## src/rtl/mem_arbiter.sv

```systemverilog
// mem_arbiter: shares one synchronous RAM port between CPU, VGA and button mirror.
// Ports: cpu_* (load/store), vga_* (pixel reads), btn_data, mem_* (RAM side).
module mem_arbiter #(
  parameter int unsigned VGA_MAX_WAIT = 4,
  parameter logic [31:0] BTN_ADDR = 32'h0000_1FFC
) (
  input  logic        clk,
  input  logic        rst,
  input  logic        cpu_req,
  input  logic        cpu_we,
  input  logic [31:0] cpu_addr,
  input  logic [3:0]  cpu_sel,
  input  logic [31:0] cpu_wdata,
  output logic [31:0] cpu_rdata,
  output logic        cpu_done,
  output logic        cpu_stall,
  input  logic        vga_req,
  input  logic [31:0] vga_addr,
  output logic [31:0] vga_rdata,
  output logic        vga_valid,
  input  logic [31:0] btn_data,
  output logic        mem_en,
  output logic        mem_we,
  output logic [31:0] mem_addr,
  output logic [3:0]  mem_sel,
  output logic [31:0] mem_wdata,
  input  logic [31:0] mem_rdata
);

  typedef enum logic [1:0] {S_IDLE, S_ISSUE, S_RDATA} state_e;
  typedef enum logic [1:0] {O_CPU, O_VGA, O_BTN} owner_e;

  localparam logic [3:0] WAIT_MAX = 4'(VGA_MAX_WAIT);

  state_e      state_q, state_d;
  owner_e      owner_q, owner_d;
  logic        cool_q, cool_d;
  logic [3:0]  vga_wait_q, vga_wait_d;
  logic        btn_pend_q, btn_pend_d;
  logic [31:0] btn_last_q, btn_last_d;
  logic [31:0] btn_shadow_q, btn_shadow_d;
  logic        mem_en_q, mem_en_d;
  logic        mem_we_q, mem_we_d;
  logic [31:0] mem_addr_q, mem_addr_d;
  logic [3:0]  mem_sel_q, mem_sel_d;
  logic [31:0] mem_wdata_q, mem_wdata_d;
  logic [31:0] cpu_rdata_q, cpu_rdata_d;
  logic        cpu_done_q, cpu_done_d;
  logic [31:0] vga_rdata_q, vga_rdata_d;
  logic        vga_valid_q, vga_valid_d;

  logic gnt_cpu, gnt_vga, gnt_btn, gnt_any;
  logic wr_end, rd_end, btn_done, btn_busy, vga_owns;

  // The IDLE cycle that carries a completion pulse does not arbitrate,
  // so a requester still holding its request cannot be served twice.
  always_comb begin
    gnt_cpu = 1'b0;
    gnt_vga = 1'b0;
    gnt_btn = 1'b0;
    if (state_q == S_IDLE && !cool_q) begin
      if (vga_req && vga_wait_q == WAIT_MAX) gnt_vga = 1'b1;
      else if (cpu_req)                     gnt_cpu = 1'b1;
      else if (vga_req)                     gnt_vga = 1'b1;
      else if (btn_pend_q)                  gnt_btn = 1'b1;
    end
  end

  assign gnt_any  = gnt_cpu | gnt_vga | gnt_btn;
  assign wr_end   = (state_q == S_ISSUE) && mem_we_q;
  assign rd_end   = (state_q == S_RDATA);
  assign btn_done = wr_end && (owner_q == O_BTN);
  assign vga_owns = (state_q != S_IDLE) && (owner_q == O_VGA);
  assign btn_busy = gnt_btn
                  | ((state_q != S_IDLE) && (owner_q == O_BTN));

  always_ff @(posedge clk) begin
    if (rst) begin
      state_q      <= S_IDLE;
      owner_q      <= O_CPU;
      cool_q       <= 1'b0;
      vga_wait_q   <= '0;
      btn_pend_q   <= 1'b0;
      btn_last_q   <= '0;
      btn_shadow_q <= '0;
      mem_en_q     <= 1'b0;
      mem_we_q     <= 1'b0;
      mem_addr_q   <= '0;
      mem_sel_q    <= '0;
      mem_wdata_q  <= '0;
      cpu_rdata_q  <= '0;
      cpu_done_q   <= 1'b0;
      vga_rdata_q  <= '0;
      vga_valid_q  <= 1'b0;
    end else begin
      state_q      <= state_d;
      owner_q      <= owner_d;
      cool_q       <= cool_d;
      vga_wait_q   <= vga_wait_d;
      btn_pend_q   <= btn_pend_d;
      btn_last_q   <= btn_last_d;
      btn_shadow_q <= btn_shadow_d;
      mem_en_q     <= mem_en_d;
      mem_we_q     <= mem_we_d;
      mem_addr_q   <= mem_addr_d;
      mem_sel_q    <= mem_sel_d;
      mem_wdata_q  <= mem_wdata_d;
      cpu_rdata_q  <= cpu_rdata_d;
      cpu_done_q   <= cpu_done_d;
      vga_rdata_q  <= vga_rdata_d;
      vga_valid_q  <= vga_valid_d;
    end
  end

  always_comb begin
    state_d = state_q;
    owner_d = owner_q;
    case (state_q)
      S_IDLE: begin
        if (gnt_any) state_d = S_ISSUE;
        if (gnt_cpu) owner_d = O_CPU;
        if (gnt_vga) owner_d = O_VGA;
        if (gnt_btn) owner_d = O_BTN;
      end
      S_ISSUE: state_d = mem_we_q ? S_IDLE : S_RDATA;
      S_RDATA: state_d = S_IDLE;
      default: state_d = S_IDLE;
    endcase
  end

  always_comb begin
    cool_d      = wr_end | rd_end;
    mem_en_d    = gnt_any;
    mem_we_d    = (gnt_cpu & cpu_we) | gnt_btn;
    mem_sel_d   = '0;
    mem_addr_d  = mem_addr_q;
    mem_wdata_d = mem_wdata_q;
    if (gnt_cpu) begin
      mem_sel_d   = cpu_sel;
      mem_addr_d  = cpu_addr;
      mem_wdata_d = cpu_wdata;
    end
    if (gnt_vga) begin
      mem_sel_d  = 4'hF;
      mem_addr_d = vga_addr;
    end
    if (gnt_btn) begin
      mem_sel_d   = 4'hF;
      mem_addr_d  = BTN_ADDR;
      mem_wdata_d = btn_shadow_q;
    end

    cpu_done_d  = (wr_end | rd_end) && (owner_q == O_CPU);
    vga_valid_d = rd_end && (owner_q == O_VGA);
    cpu_rdata_d = cpu_rdata_q;
    vga_rdata_d = vga_rdata_q;
    if (rd_end && owner_q == O_CPU) cpu_rdata_d = mem_rdata;
    if (rd_end && owner_q == O_VGA) vga_rdata_d = mem_rdata;

    vga_wait_d = vga_wait_q;
    if (!vga_req || gnt_vga) vga_wait_d = '0;
    else if (!vga_owns && vga_wait_q < WAIT_MAX)
      vga_wait_d = vga_wait_q + 4'd1;

    // Shadow is frozen from grant to completion so the value recorded
    // as written is exactly the one latched into mem_wdata.
    btn_pend_d   = btn_pend_q;
    btn_last_d   = btn_last_q;
    btn_shadow_d = btn_shadow_q;
    if (btn_done) begin
      btn_last_d = btn_shadow_q;
      btn_pend_d = 1'b0;
    end else if (!btn_busy && btn_data != btn_last_q) begin
      btn_pend_d   = 1'b1;
      btn_shadow_d = btn_data;
    end
  end

  assign mem_en    = mem_en_q;
  assign mem_we    = mem_we_q;
  assign mem_addr  = mem_addr_q;
  assign mem_sel   = mem_sel_q;
  assign mem_wdata = mem_wdata_q;
  assign cpu_rdata = cpu_rdata_q;
  assign cpu_done  = cpu_done_q;
  assign cpu_stall = cpu_req & ~cpu_done_q;
  assign vga_rdata = vga_rdata_q;
  assign vga_valid = vga_valid_q;

endmodule

```

## config.mk

```make
export PLATFORM = sky130hd
export DESIGN_NAME = mem_arbiter
export DESIGN_NICKNAME = d
export VERILOG_FILES = /design/src/rtl/mem_arbiter.sv
export SDC_FILE = /design/constraint.sdc
export NUM_CORES = 1
export LEC_CHECK = 0
export BUFFER_PORTS_ARGS = -buffer_cell sky130_fd_sc_hd__buf_2
export CAP_MARGIN = 20
export CORE_MARGIN = 5
export CORE_UTILIZATION = 50
export CTS_BUF_LIST = sky130_fd_sc_hd__clkbuf_4 sky130_fd_sc_hd__clkbuf_8
export DETAILED_ROUTE_END_ITERATION = 16
export PLACE_DENSITY = 0.8
export SLEW_MARGIN = 15
export SYNTH_ARGS = -nofsm -noshare
export SYNTH_HDL_FRONTEND = slang
export SYNTH_SLANG_ARGS = --single-unit
```

## constraint.sdc

```tcl
create_clock -name clk -period 5 [get_ports clk]
set_input_delay 1 -clock clk [delete_from_list [all_inputs] [get_ports clk]]
set_output_delay 1 -clock clk [all_outputs]
set_load 0.01 [all_outputs]
```

# Word level (Yosys, flattened, before mapping)
# Index checks and enable logic that the tools add are counted.
[word_totals]
output_inout_bits = 137
input_bits = 169
register_bits = 210
elab_cells = 88
[classes]
n_reduce_logical = 27
mux = 26
order_cmp = 1
add_sub_neg = 1
n_eq_ne = 7
n_bitwise = 9
[op_table]
columns = ["cell", "n"]
rows = [
  ["two-way mux 32 bit", 4],
  ["inequality test 32 bit", 1],
  ["two-way mux 13 bit", 1],
  ["two-way mux 1 bit", 12],
  ["two-way mux 4 bit", 3],
  ["logical AND 1 bit", 11],
  ["two-way mux 2 bit", 5],
  ["nonzero test 2 bit", 3],
  ["OR reduction 2 bit", 3],
  ["OR 1 bit", 5],
  ["adder 4 x 1 -> 4 bit (second input constant)", 1],
  ["equality test 2 x 1 -> 1 bit (second input constant)", 2],
  ["equality test 2 bit (second input constant)", 2],
  ["equality test 4 x 3 -> 1 bit (second input constant)", 1],
  ["logical NOT 1 bit", 4],
  ["logical NOT 2 bit", 2],
  ["< comparator 4 x 3 -> 1 bit (second input constant)", 1],
  ["case mux 2 bit (2 select lines)", 1],
  ["AND reduction 2 bit", 2],
  ["nonzero test 3 bit", 1],
  ["AND 1 bit", 2],
  ["inequality test 2 bit (second input constant)", 1],
  ["NOT 1 bit", 2],
  ["logical OR 1 bit", 1],
]

# Depth between registers and ports, before layout
[logic_depth]
word_depth = 9
ltp_mapped = 8

# Least setup slack after synthesis
# No wires, ideal clock.
[synth_path]
path_kind = "input to register"
start = "input port btn_data[17]"
end = "register btn_pend_q"
arrival_ps = 2110
n_path_buf = 1
slack_ps = 2776
t_required_ps = 4885
path_stages = 6
setup_ps = 115
cell_sequence = "xnor2_1 -> nand4_1 -> nor4_1 -> a21oi_2 -> buf_2 -> o21a_1"
[synth_via]
elab_chain_len = 2
[synth_lines]
columns = ["item", "line_no", "rtl"]
rows = [
  ["start: declaration", "21", "input logic [31:0] btn_data,"],
  ["inequality test 32 bit", "173", "end else if (!btn_busy && btn_data != btn_last_q) begin"],
  ["logical AND 1 bit", "173", ""],
  ["end signal: assignment", "100", "btn_pend_q <= btn_pend_d;"],
  ["end: declaration", "39", "logic btn_pend_q, btn_pend_d;"],
]
# Every way passes these cells.
# A chain may end at the register's enable or synchronous reset.

# Final worst setup path
[layout_path]
start = "input port vga_req"
end = "register mem_addr_q[22] (netlist: mem_addr[22])"
[layout_via]
elab_chain_len = 5
word_cells_on_any_way = 14
[layout_lines]
columns = ["item", "line_no", "rtl"]
rows = [
  ["start: declaration", "17", "input logic vga_req,"],
  ["two-way mux 1 bit", "64", "else if (vga_req) gnt_vga = 1'b1;"],
  ["two-way mux 1 bit", "63", "else if (cpu_req) gnt_cpu = 1'b1;"],
  ["two-way mux 1 bit", "62", "if (vga_req && vga_wait_q == WAIT_MAX) gnt_vga = 1'b1;"],
  ["two-way mux 1 bit", "61", "if (state_q == S_IDLE && !cool_q) begin"],
  ["two-way mux 32 bit (tied with other cells)", "143", "if (gnt_vga) begin"],
  ["end signal: assignment", "105", "mem_addr_q <= mem_addr_d;"],
  ["end: declaration", "44", "logic [31:0] mem_addr_q, mem_addr_d;"],
]
# Several ways; a longest one is shown, not always the timed one.

==> impl_metrics.py <==
metrics = {
    "layout": {
        "drive_gt1_frac": 0.2945,
        "fin_nets": 1455,
        "combined_area_of_the_multi_input_logic_cells_um2": 4025,
        "fillCellCount": 1427,
        "layout.cells.non_filler": 1525,
        "area_used_by_sequential_logic_in_the_layout_um2": 4204,
        "layout-area-overhead-vs-synth_pct": 28.29,
    },
    "sta": {
        "maxClockFrequency_ghz": 0.3908,
        "final_min_period_over_clock_period": 0.5118,
        "grt_setup_unrepaired": "false",
        "fin_setup_tns_ns": 0,
        "post_route_skew_ns": 0.01027,
        "final-hold-violation-count": 0,
        "period_needed_ns": 2.559,
        "final-setup-viol-count": 0,
        "slew-limit-headroom": 0.2270,
        "final_critical_path_setup_slack_ns": 2.441,
        "worst_slew_pin_slew_ns": 1.153,
        "timing.final.max_slew_violations": 0,
    },
    "run": {
        "maxCapViolCount": 0,
    },
    "critical_path": {
        "worst-endpoint-required_ns": 5.38,
        "critical_path_cell_count": 6,
        "cpPeakStageDelay_ns": 0.61,
        "r2r_start": "state_q[1]",
        "critical_path.startpoint": "vga_req",
        "start_kind": "input port",
        "criticalPathCategory": "in -> reg",
        "cp_data_arrival_time_ns": 2.94,
        "cell_type_group_with_the_largest_total_delay_on_the_critical_path": "simple AND/OR/NAND/NOR gates",
        "r2r.worst_path.cells": 5,
        "critical-path-slowest-cell": "nand2b_1",
        "biggest_fanout_along_the_worst_timing_path": 65,
        "critical_path.n_buffers_inverters": 2,
        "cell_by_cell_trace_of_the_critical_path": "buf_2 -> nor2_1 -> nand3_2 -> buf_4 -> nand2b_1 -> a311oi_1",
        "end_kind": "flop",
    },
    "detailed_routing": {
        "routedWlPerCell_um": 16.06,
        "detail_route.drc_violations": 0,
        "drt_iter0_drc": 394,
        "drt_first_pass_iters": 5,
        "viasPerCell": 5.152,
        "totalWireLength_um": 24490,
        "vias": 7857,
        "antenna_violating_nets_post_route": 0,
    },
    "floorplanning": {
        "design.core.area_um2": 16700,
        "die-width_um": 140.8,
        "die_y_extent_um": 140.8,
        "floorplan.rows": 47,
        "floorplan.die_area_um2": 19810,
        "floorplan.io_pins": 306,
        "start_util": 0.5118,
    },
    "logic_synthesis": {
        "yosysUniqueCellTypes": 36,
        "synth_seq_area_share": 0.4918,
        "syn_nets": 1175,
        "yosys_register_bits": 210,
        "async_reset_ff_frac": 0,
        "syn-instance-count": 1004,
        "synth_ff_type": "dfxtp_1",
        "mean_cell_area_of_the_mapped_netlist_um2": 8.514,
        "synthesis.area_um2": 8548,
        "synth_edf_count": 0,
        "ys.warnings.count": 0,
    },
    "clock_tree": {
        "clkSinkCount": 210,
        "number_of_resized_instances_in_the_post_cts_repair_step": 0,
        "post-cts-setup-buffer-count": 0,
        "tritoncts_clock_tree": "done",
        "hold_buffers": 0,
        "cts.htree.levels": 2,
        "worst_skew_pair.late_latency_ns": 0.50,
        "tritoncts.num_buffers": 35,
        "cts.clk_slew.worst_paths_ns": 0.06,
        "clock_tree.buffer_depth": 3,
        "cts.root.buffer_cell": "clkbuf_8",
    },
    "power": {
        "leakage_uw": 0.004922,
        "peakVddDrop_mv": 0.2628,
        "p_per_area_nw_per_um2": 377.4,
    },
    "placed_design": {
        "place.detailed.instances": 1465,
        "detailed_place_hpwl_um": 17070,
        "placement.io_buffers": 305,
        "place_congestion": 0.8474,
        "pre_cts_ws_ns": 1.907,
    },
    "grt": {
        "pin_count_of_the_biggest_net_entering_global_routing": 78,
        "first_pass_grt_wire_length_um": 37810,
        "first_global_vias": 7501,
        "grt_overflow_total": 0,
        "initial_antenna_violation_count": 1,
        "grt_usage": 0.2299,
    },
    "outcome": {
        "run_status": "completed",
    },
    "hold_path": {
        "hp-class": "reg -> reg",
        "timing.hold.worst_path_depth": 2,
        "hold_start": "vga_rdata[29]",
    },
}
## metrics by stage
stage               area [um^2]  utilization  total power, uW  hold slack [ns]
finish                    10970       0.6567             4139           0.4508
global route              10970       0.6567             4321           0.4692
CTS                       10920       0.6540             4168           0.4520
detailed placement        10130       0.6068             2454           0.4432
global placement          10130       0.6068             2440           0.4378
floorplan                  8548            -             2223           0.4315
## Yosys cell counts (4+ instances only)
| library cell | n | area (um^2) |
|---|---|---|
| or3_1 | 12 | 75.07 |
| a311oi_1 | 21 | 183.9 |
| nand2b_1 | 67 | 419.2 |
| nand4_1 | 8 | 50.05 |
| a21oi_1 | 116 | 580.6 |
| a211oi_1 | 32 | 240.2 |
| dfxtp_1 | 210 | 4204 |
| nand2_1 | 252 | 945.9 |
| inv_1 | 4 | 15.01 |
| nor2_1 | 71 | 266.5 |
| xnor2_1 | 33 | 289.0 |
| o211ai_1 | 12 | 90.09 |
| buf_2 | 10 | 50.05 |
| clkbuf_1 | 57 | 214.0 |
| mux2i_1 | 65 | 650.6 |
## layout by cell type, fill, tap and decap left out, drive strengths merged, types with 3 or more instances in the layout
cell,netlist,routed
a21oi,118,118
inv,4,4
nand2,252,252
o211ai,12,12
clkinv,0,4
nor3,3,3
nand2b,67,67
bufinv,0,5
or3,12,12
nand4,8,8
nor2,71,71
xnor2,33,33
nor2b,3,3
clkbuf,57,48
dfxtp,210,210
a211oi,32,32
a311oi,21,21
buf,18,318
mux2i,65,65
## state kept, by name, summed over array words and instances (netlist names), 2 cells and up
register      flops
state_q           2
vga_wait_q        4
mem_wdata        32
btn_last_q       32
mem_sel           4
cpu_rdata        32
btn_shadow_q     32
mem_addr         32
vga_rdata        32
owner_q           2
## cell families (layout without fill, tap and decap cells)
kind of cell / after synthesis / in the layout / synth area share
buffers and inverters: 79 / 379 / 0.04142
XOR/XNOR: 33 / 33 / 0.03381
adder cells (fa/ha/maj): 2 / 2 / 0.002927
AO/OA/AOI/OAI: 188 / 188 / 0.1347
flip-flops: 210 / 210 / 0.4918
multiplexers: 65 / 65 / 0.07611
other: 0 / 1 / 0
AND/OR/NAND/NOR: 427 / 427 / 0.2193
## power by group
group / total, uW / switching (uW) / internal [uW]
registers: 1850 / 63.1 / 1780
logic: 581 / 327 / 254
clock network: 1710 / 660 / 1050
total: 4140 / 1050 / 3090
## layer usage
metal	wire length (um)	global-route usage
met1	10170	0.2829
met2	11810	0.3929
met3	1765	0.04910
met4	742	0.09230
met5	0	0
## worst min-delay path, delay by kind of cell, from the launching register on
kind             cells  cell delay, ns
flip-flops           1            0.30
AND/OR/NAND/NOR      1            0.05
AO/OA/AOI/OAI        1            0.05
## worst paths after layout
path | end | slack [ns]
worst min-delay path | vga_rdata[29] | 0.45
worst min register to register | vga_rdata[29] | 0.45
worst max register to register | mem_addr[22] | 2.69
worst max-delay path | mem_addr[22] | 2.44
## layout make-up
| cell class | instances | area share |
|---|---|---|
| inverters | 4 | 0.001369 |
| clock inverters | 9 | 0.01552 |
| well taps | 220 | 0.02510 |
| repair buffers | 318 | 0.1512 |
| flip-flops and latches | 210 | 0.3833 |
| diodes | 1 | 0.0002282 |
| clock buffers | 48 | 0.05625 |
| multi-input cells | 715 | 0.3670 |
No activity file was read; power rests on OpenSTA's default activity.
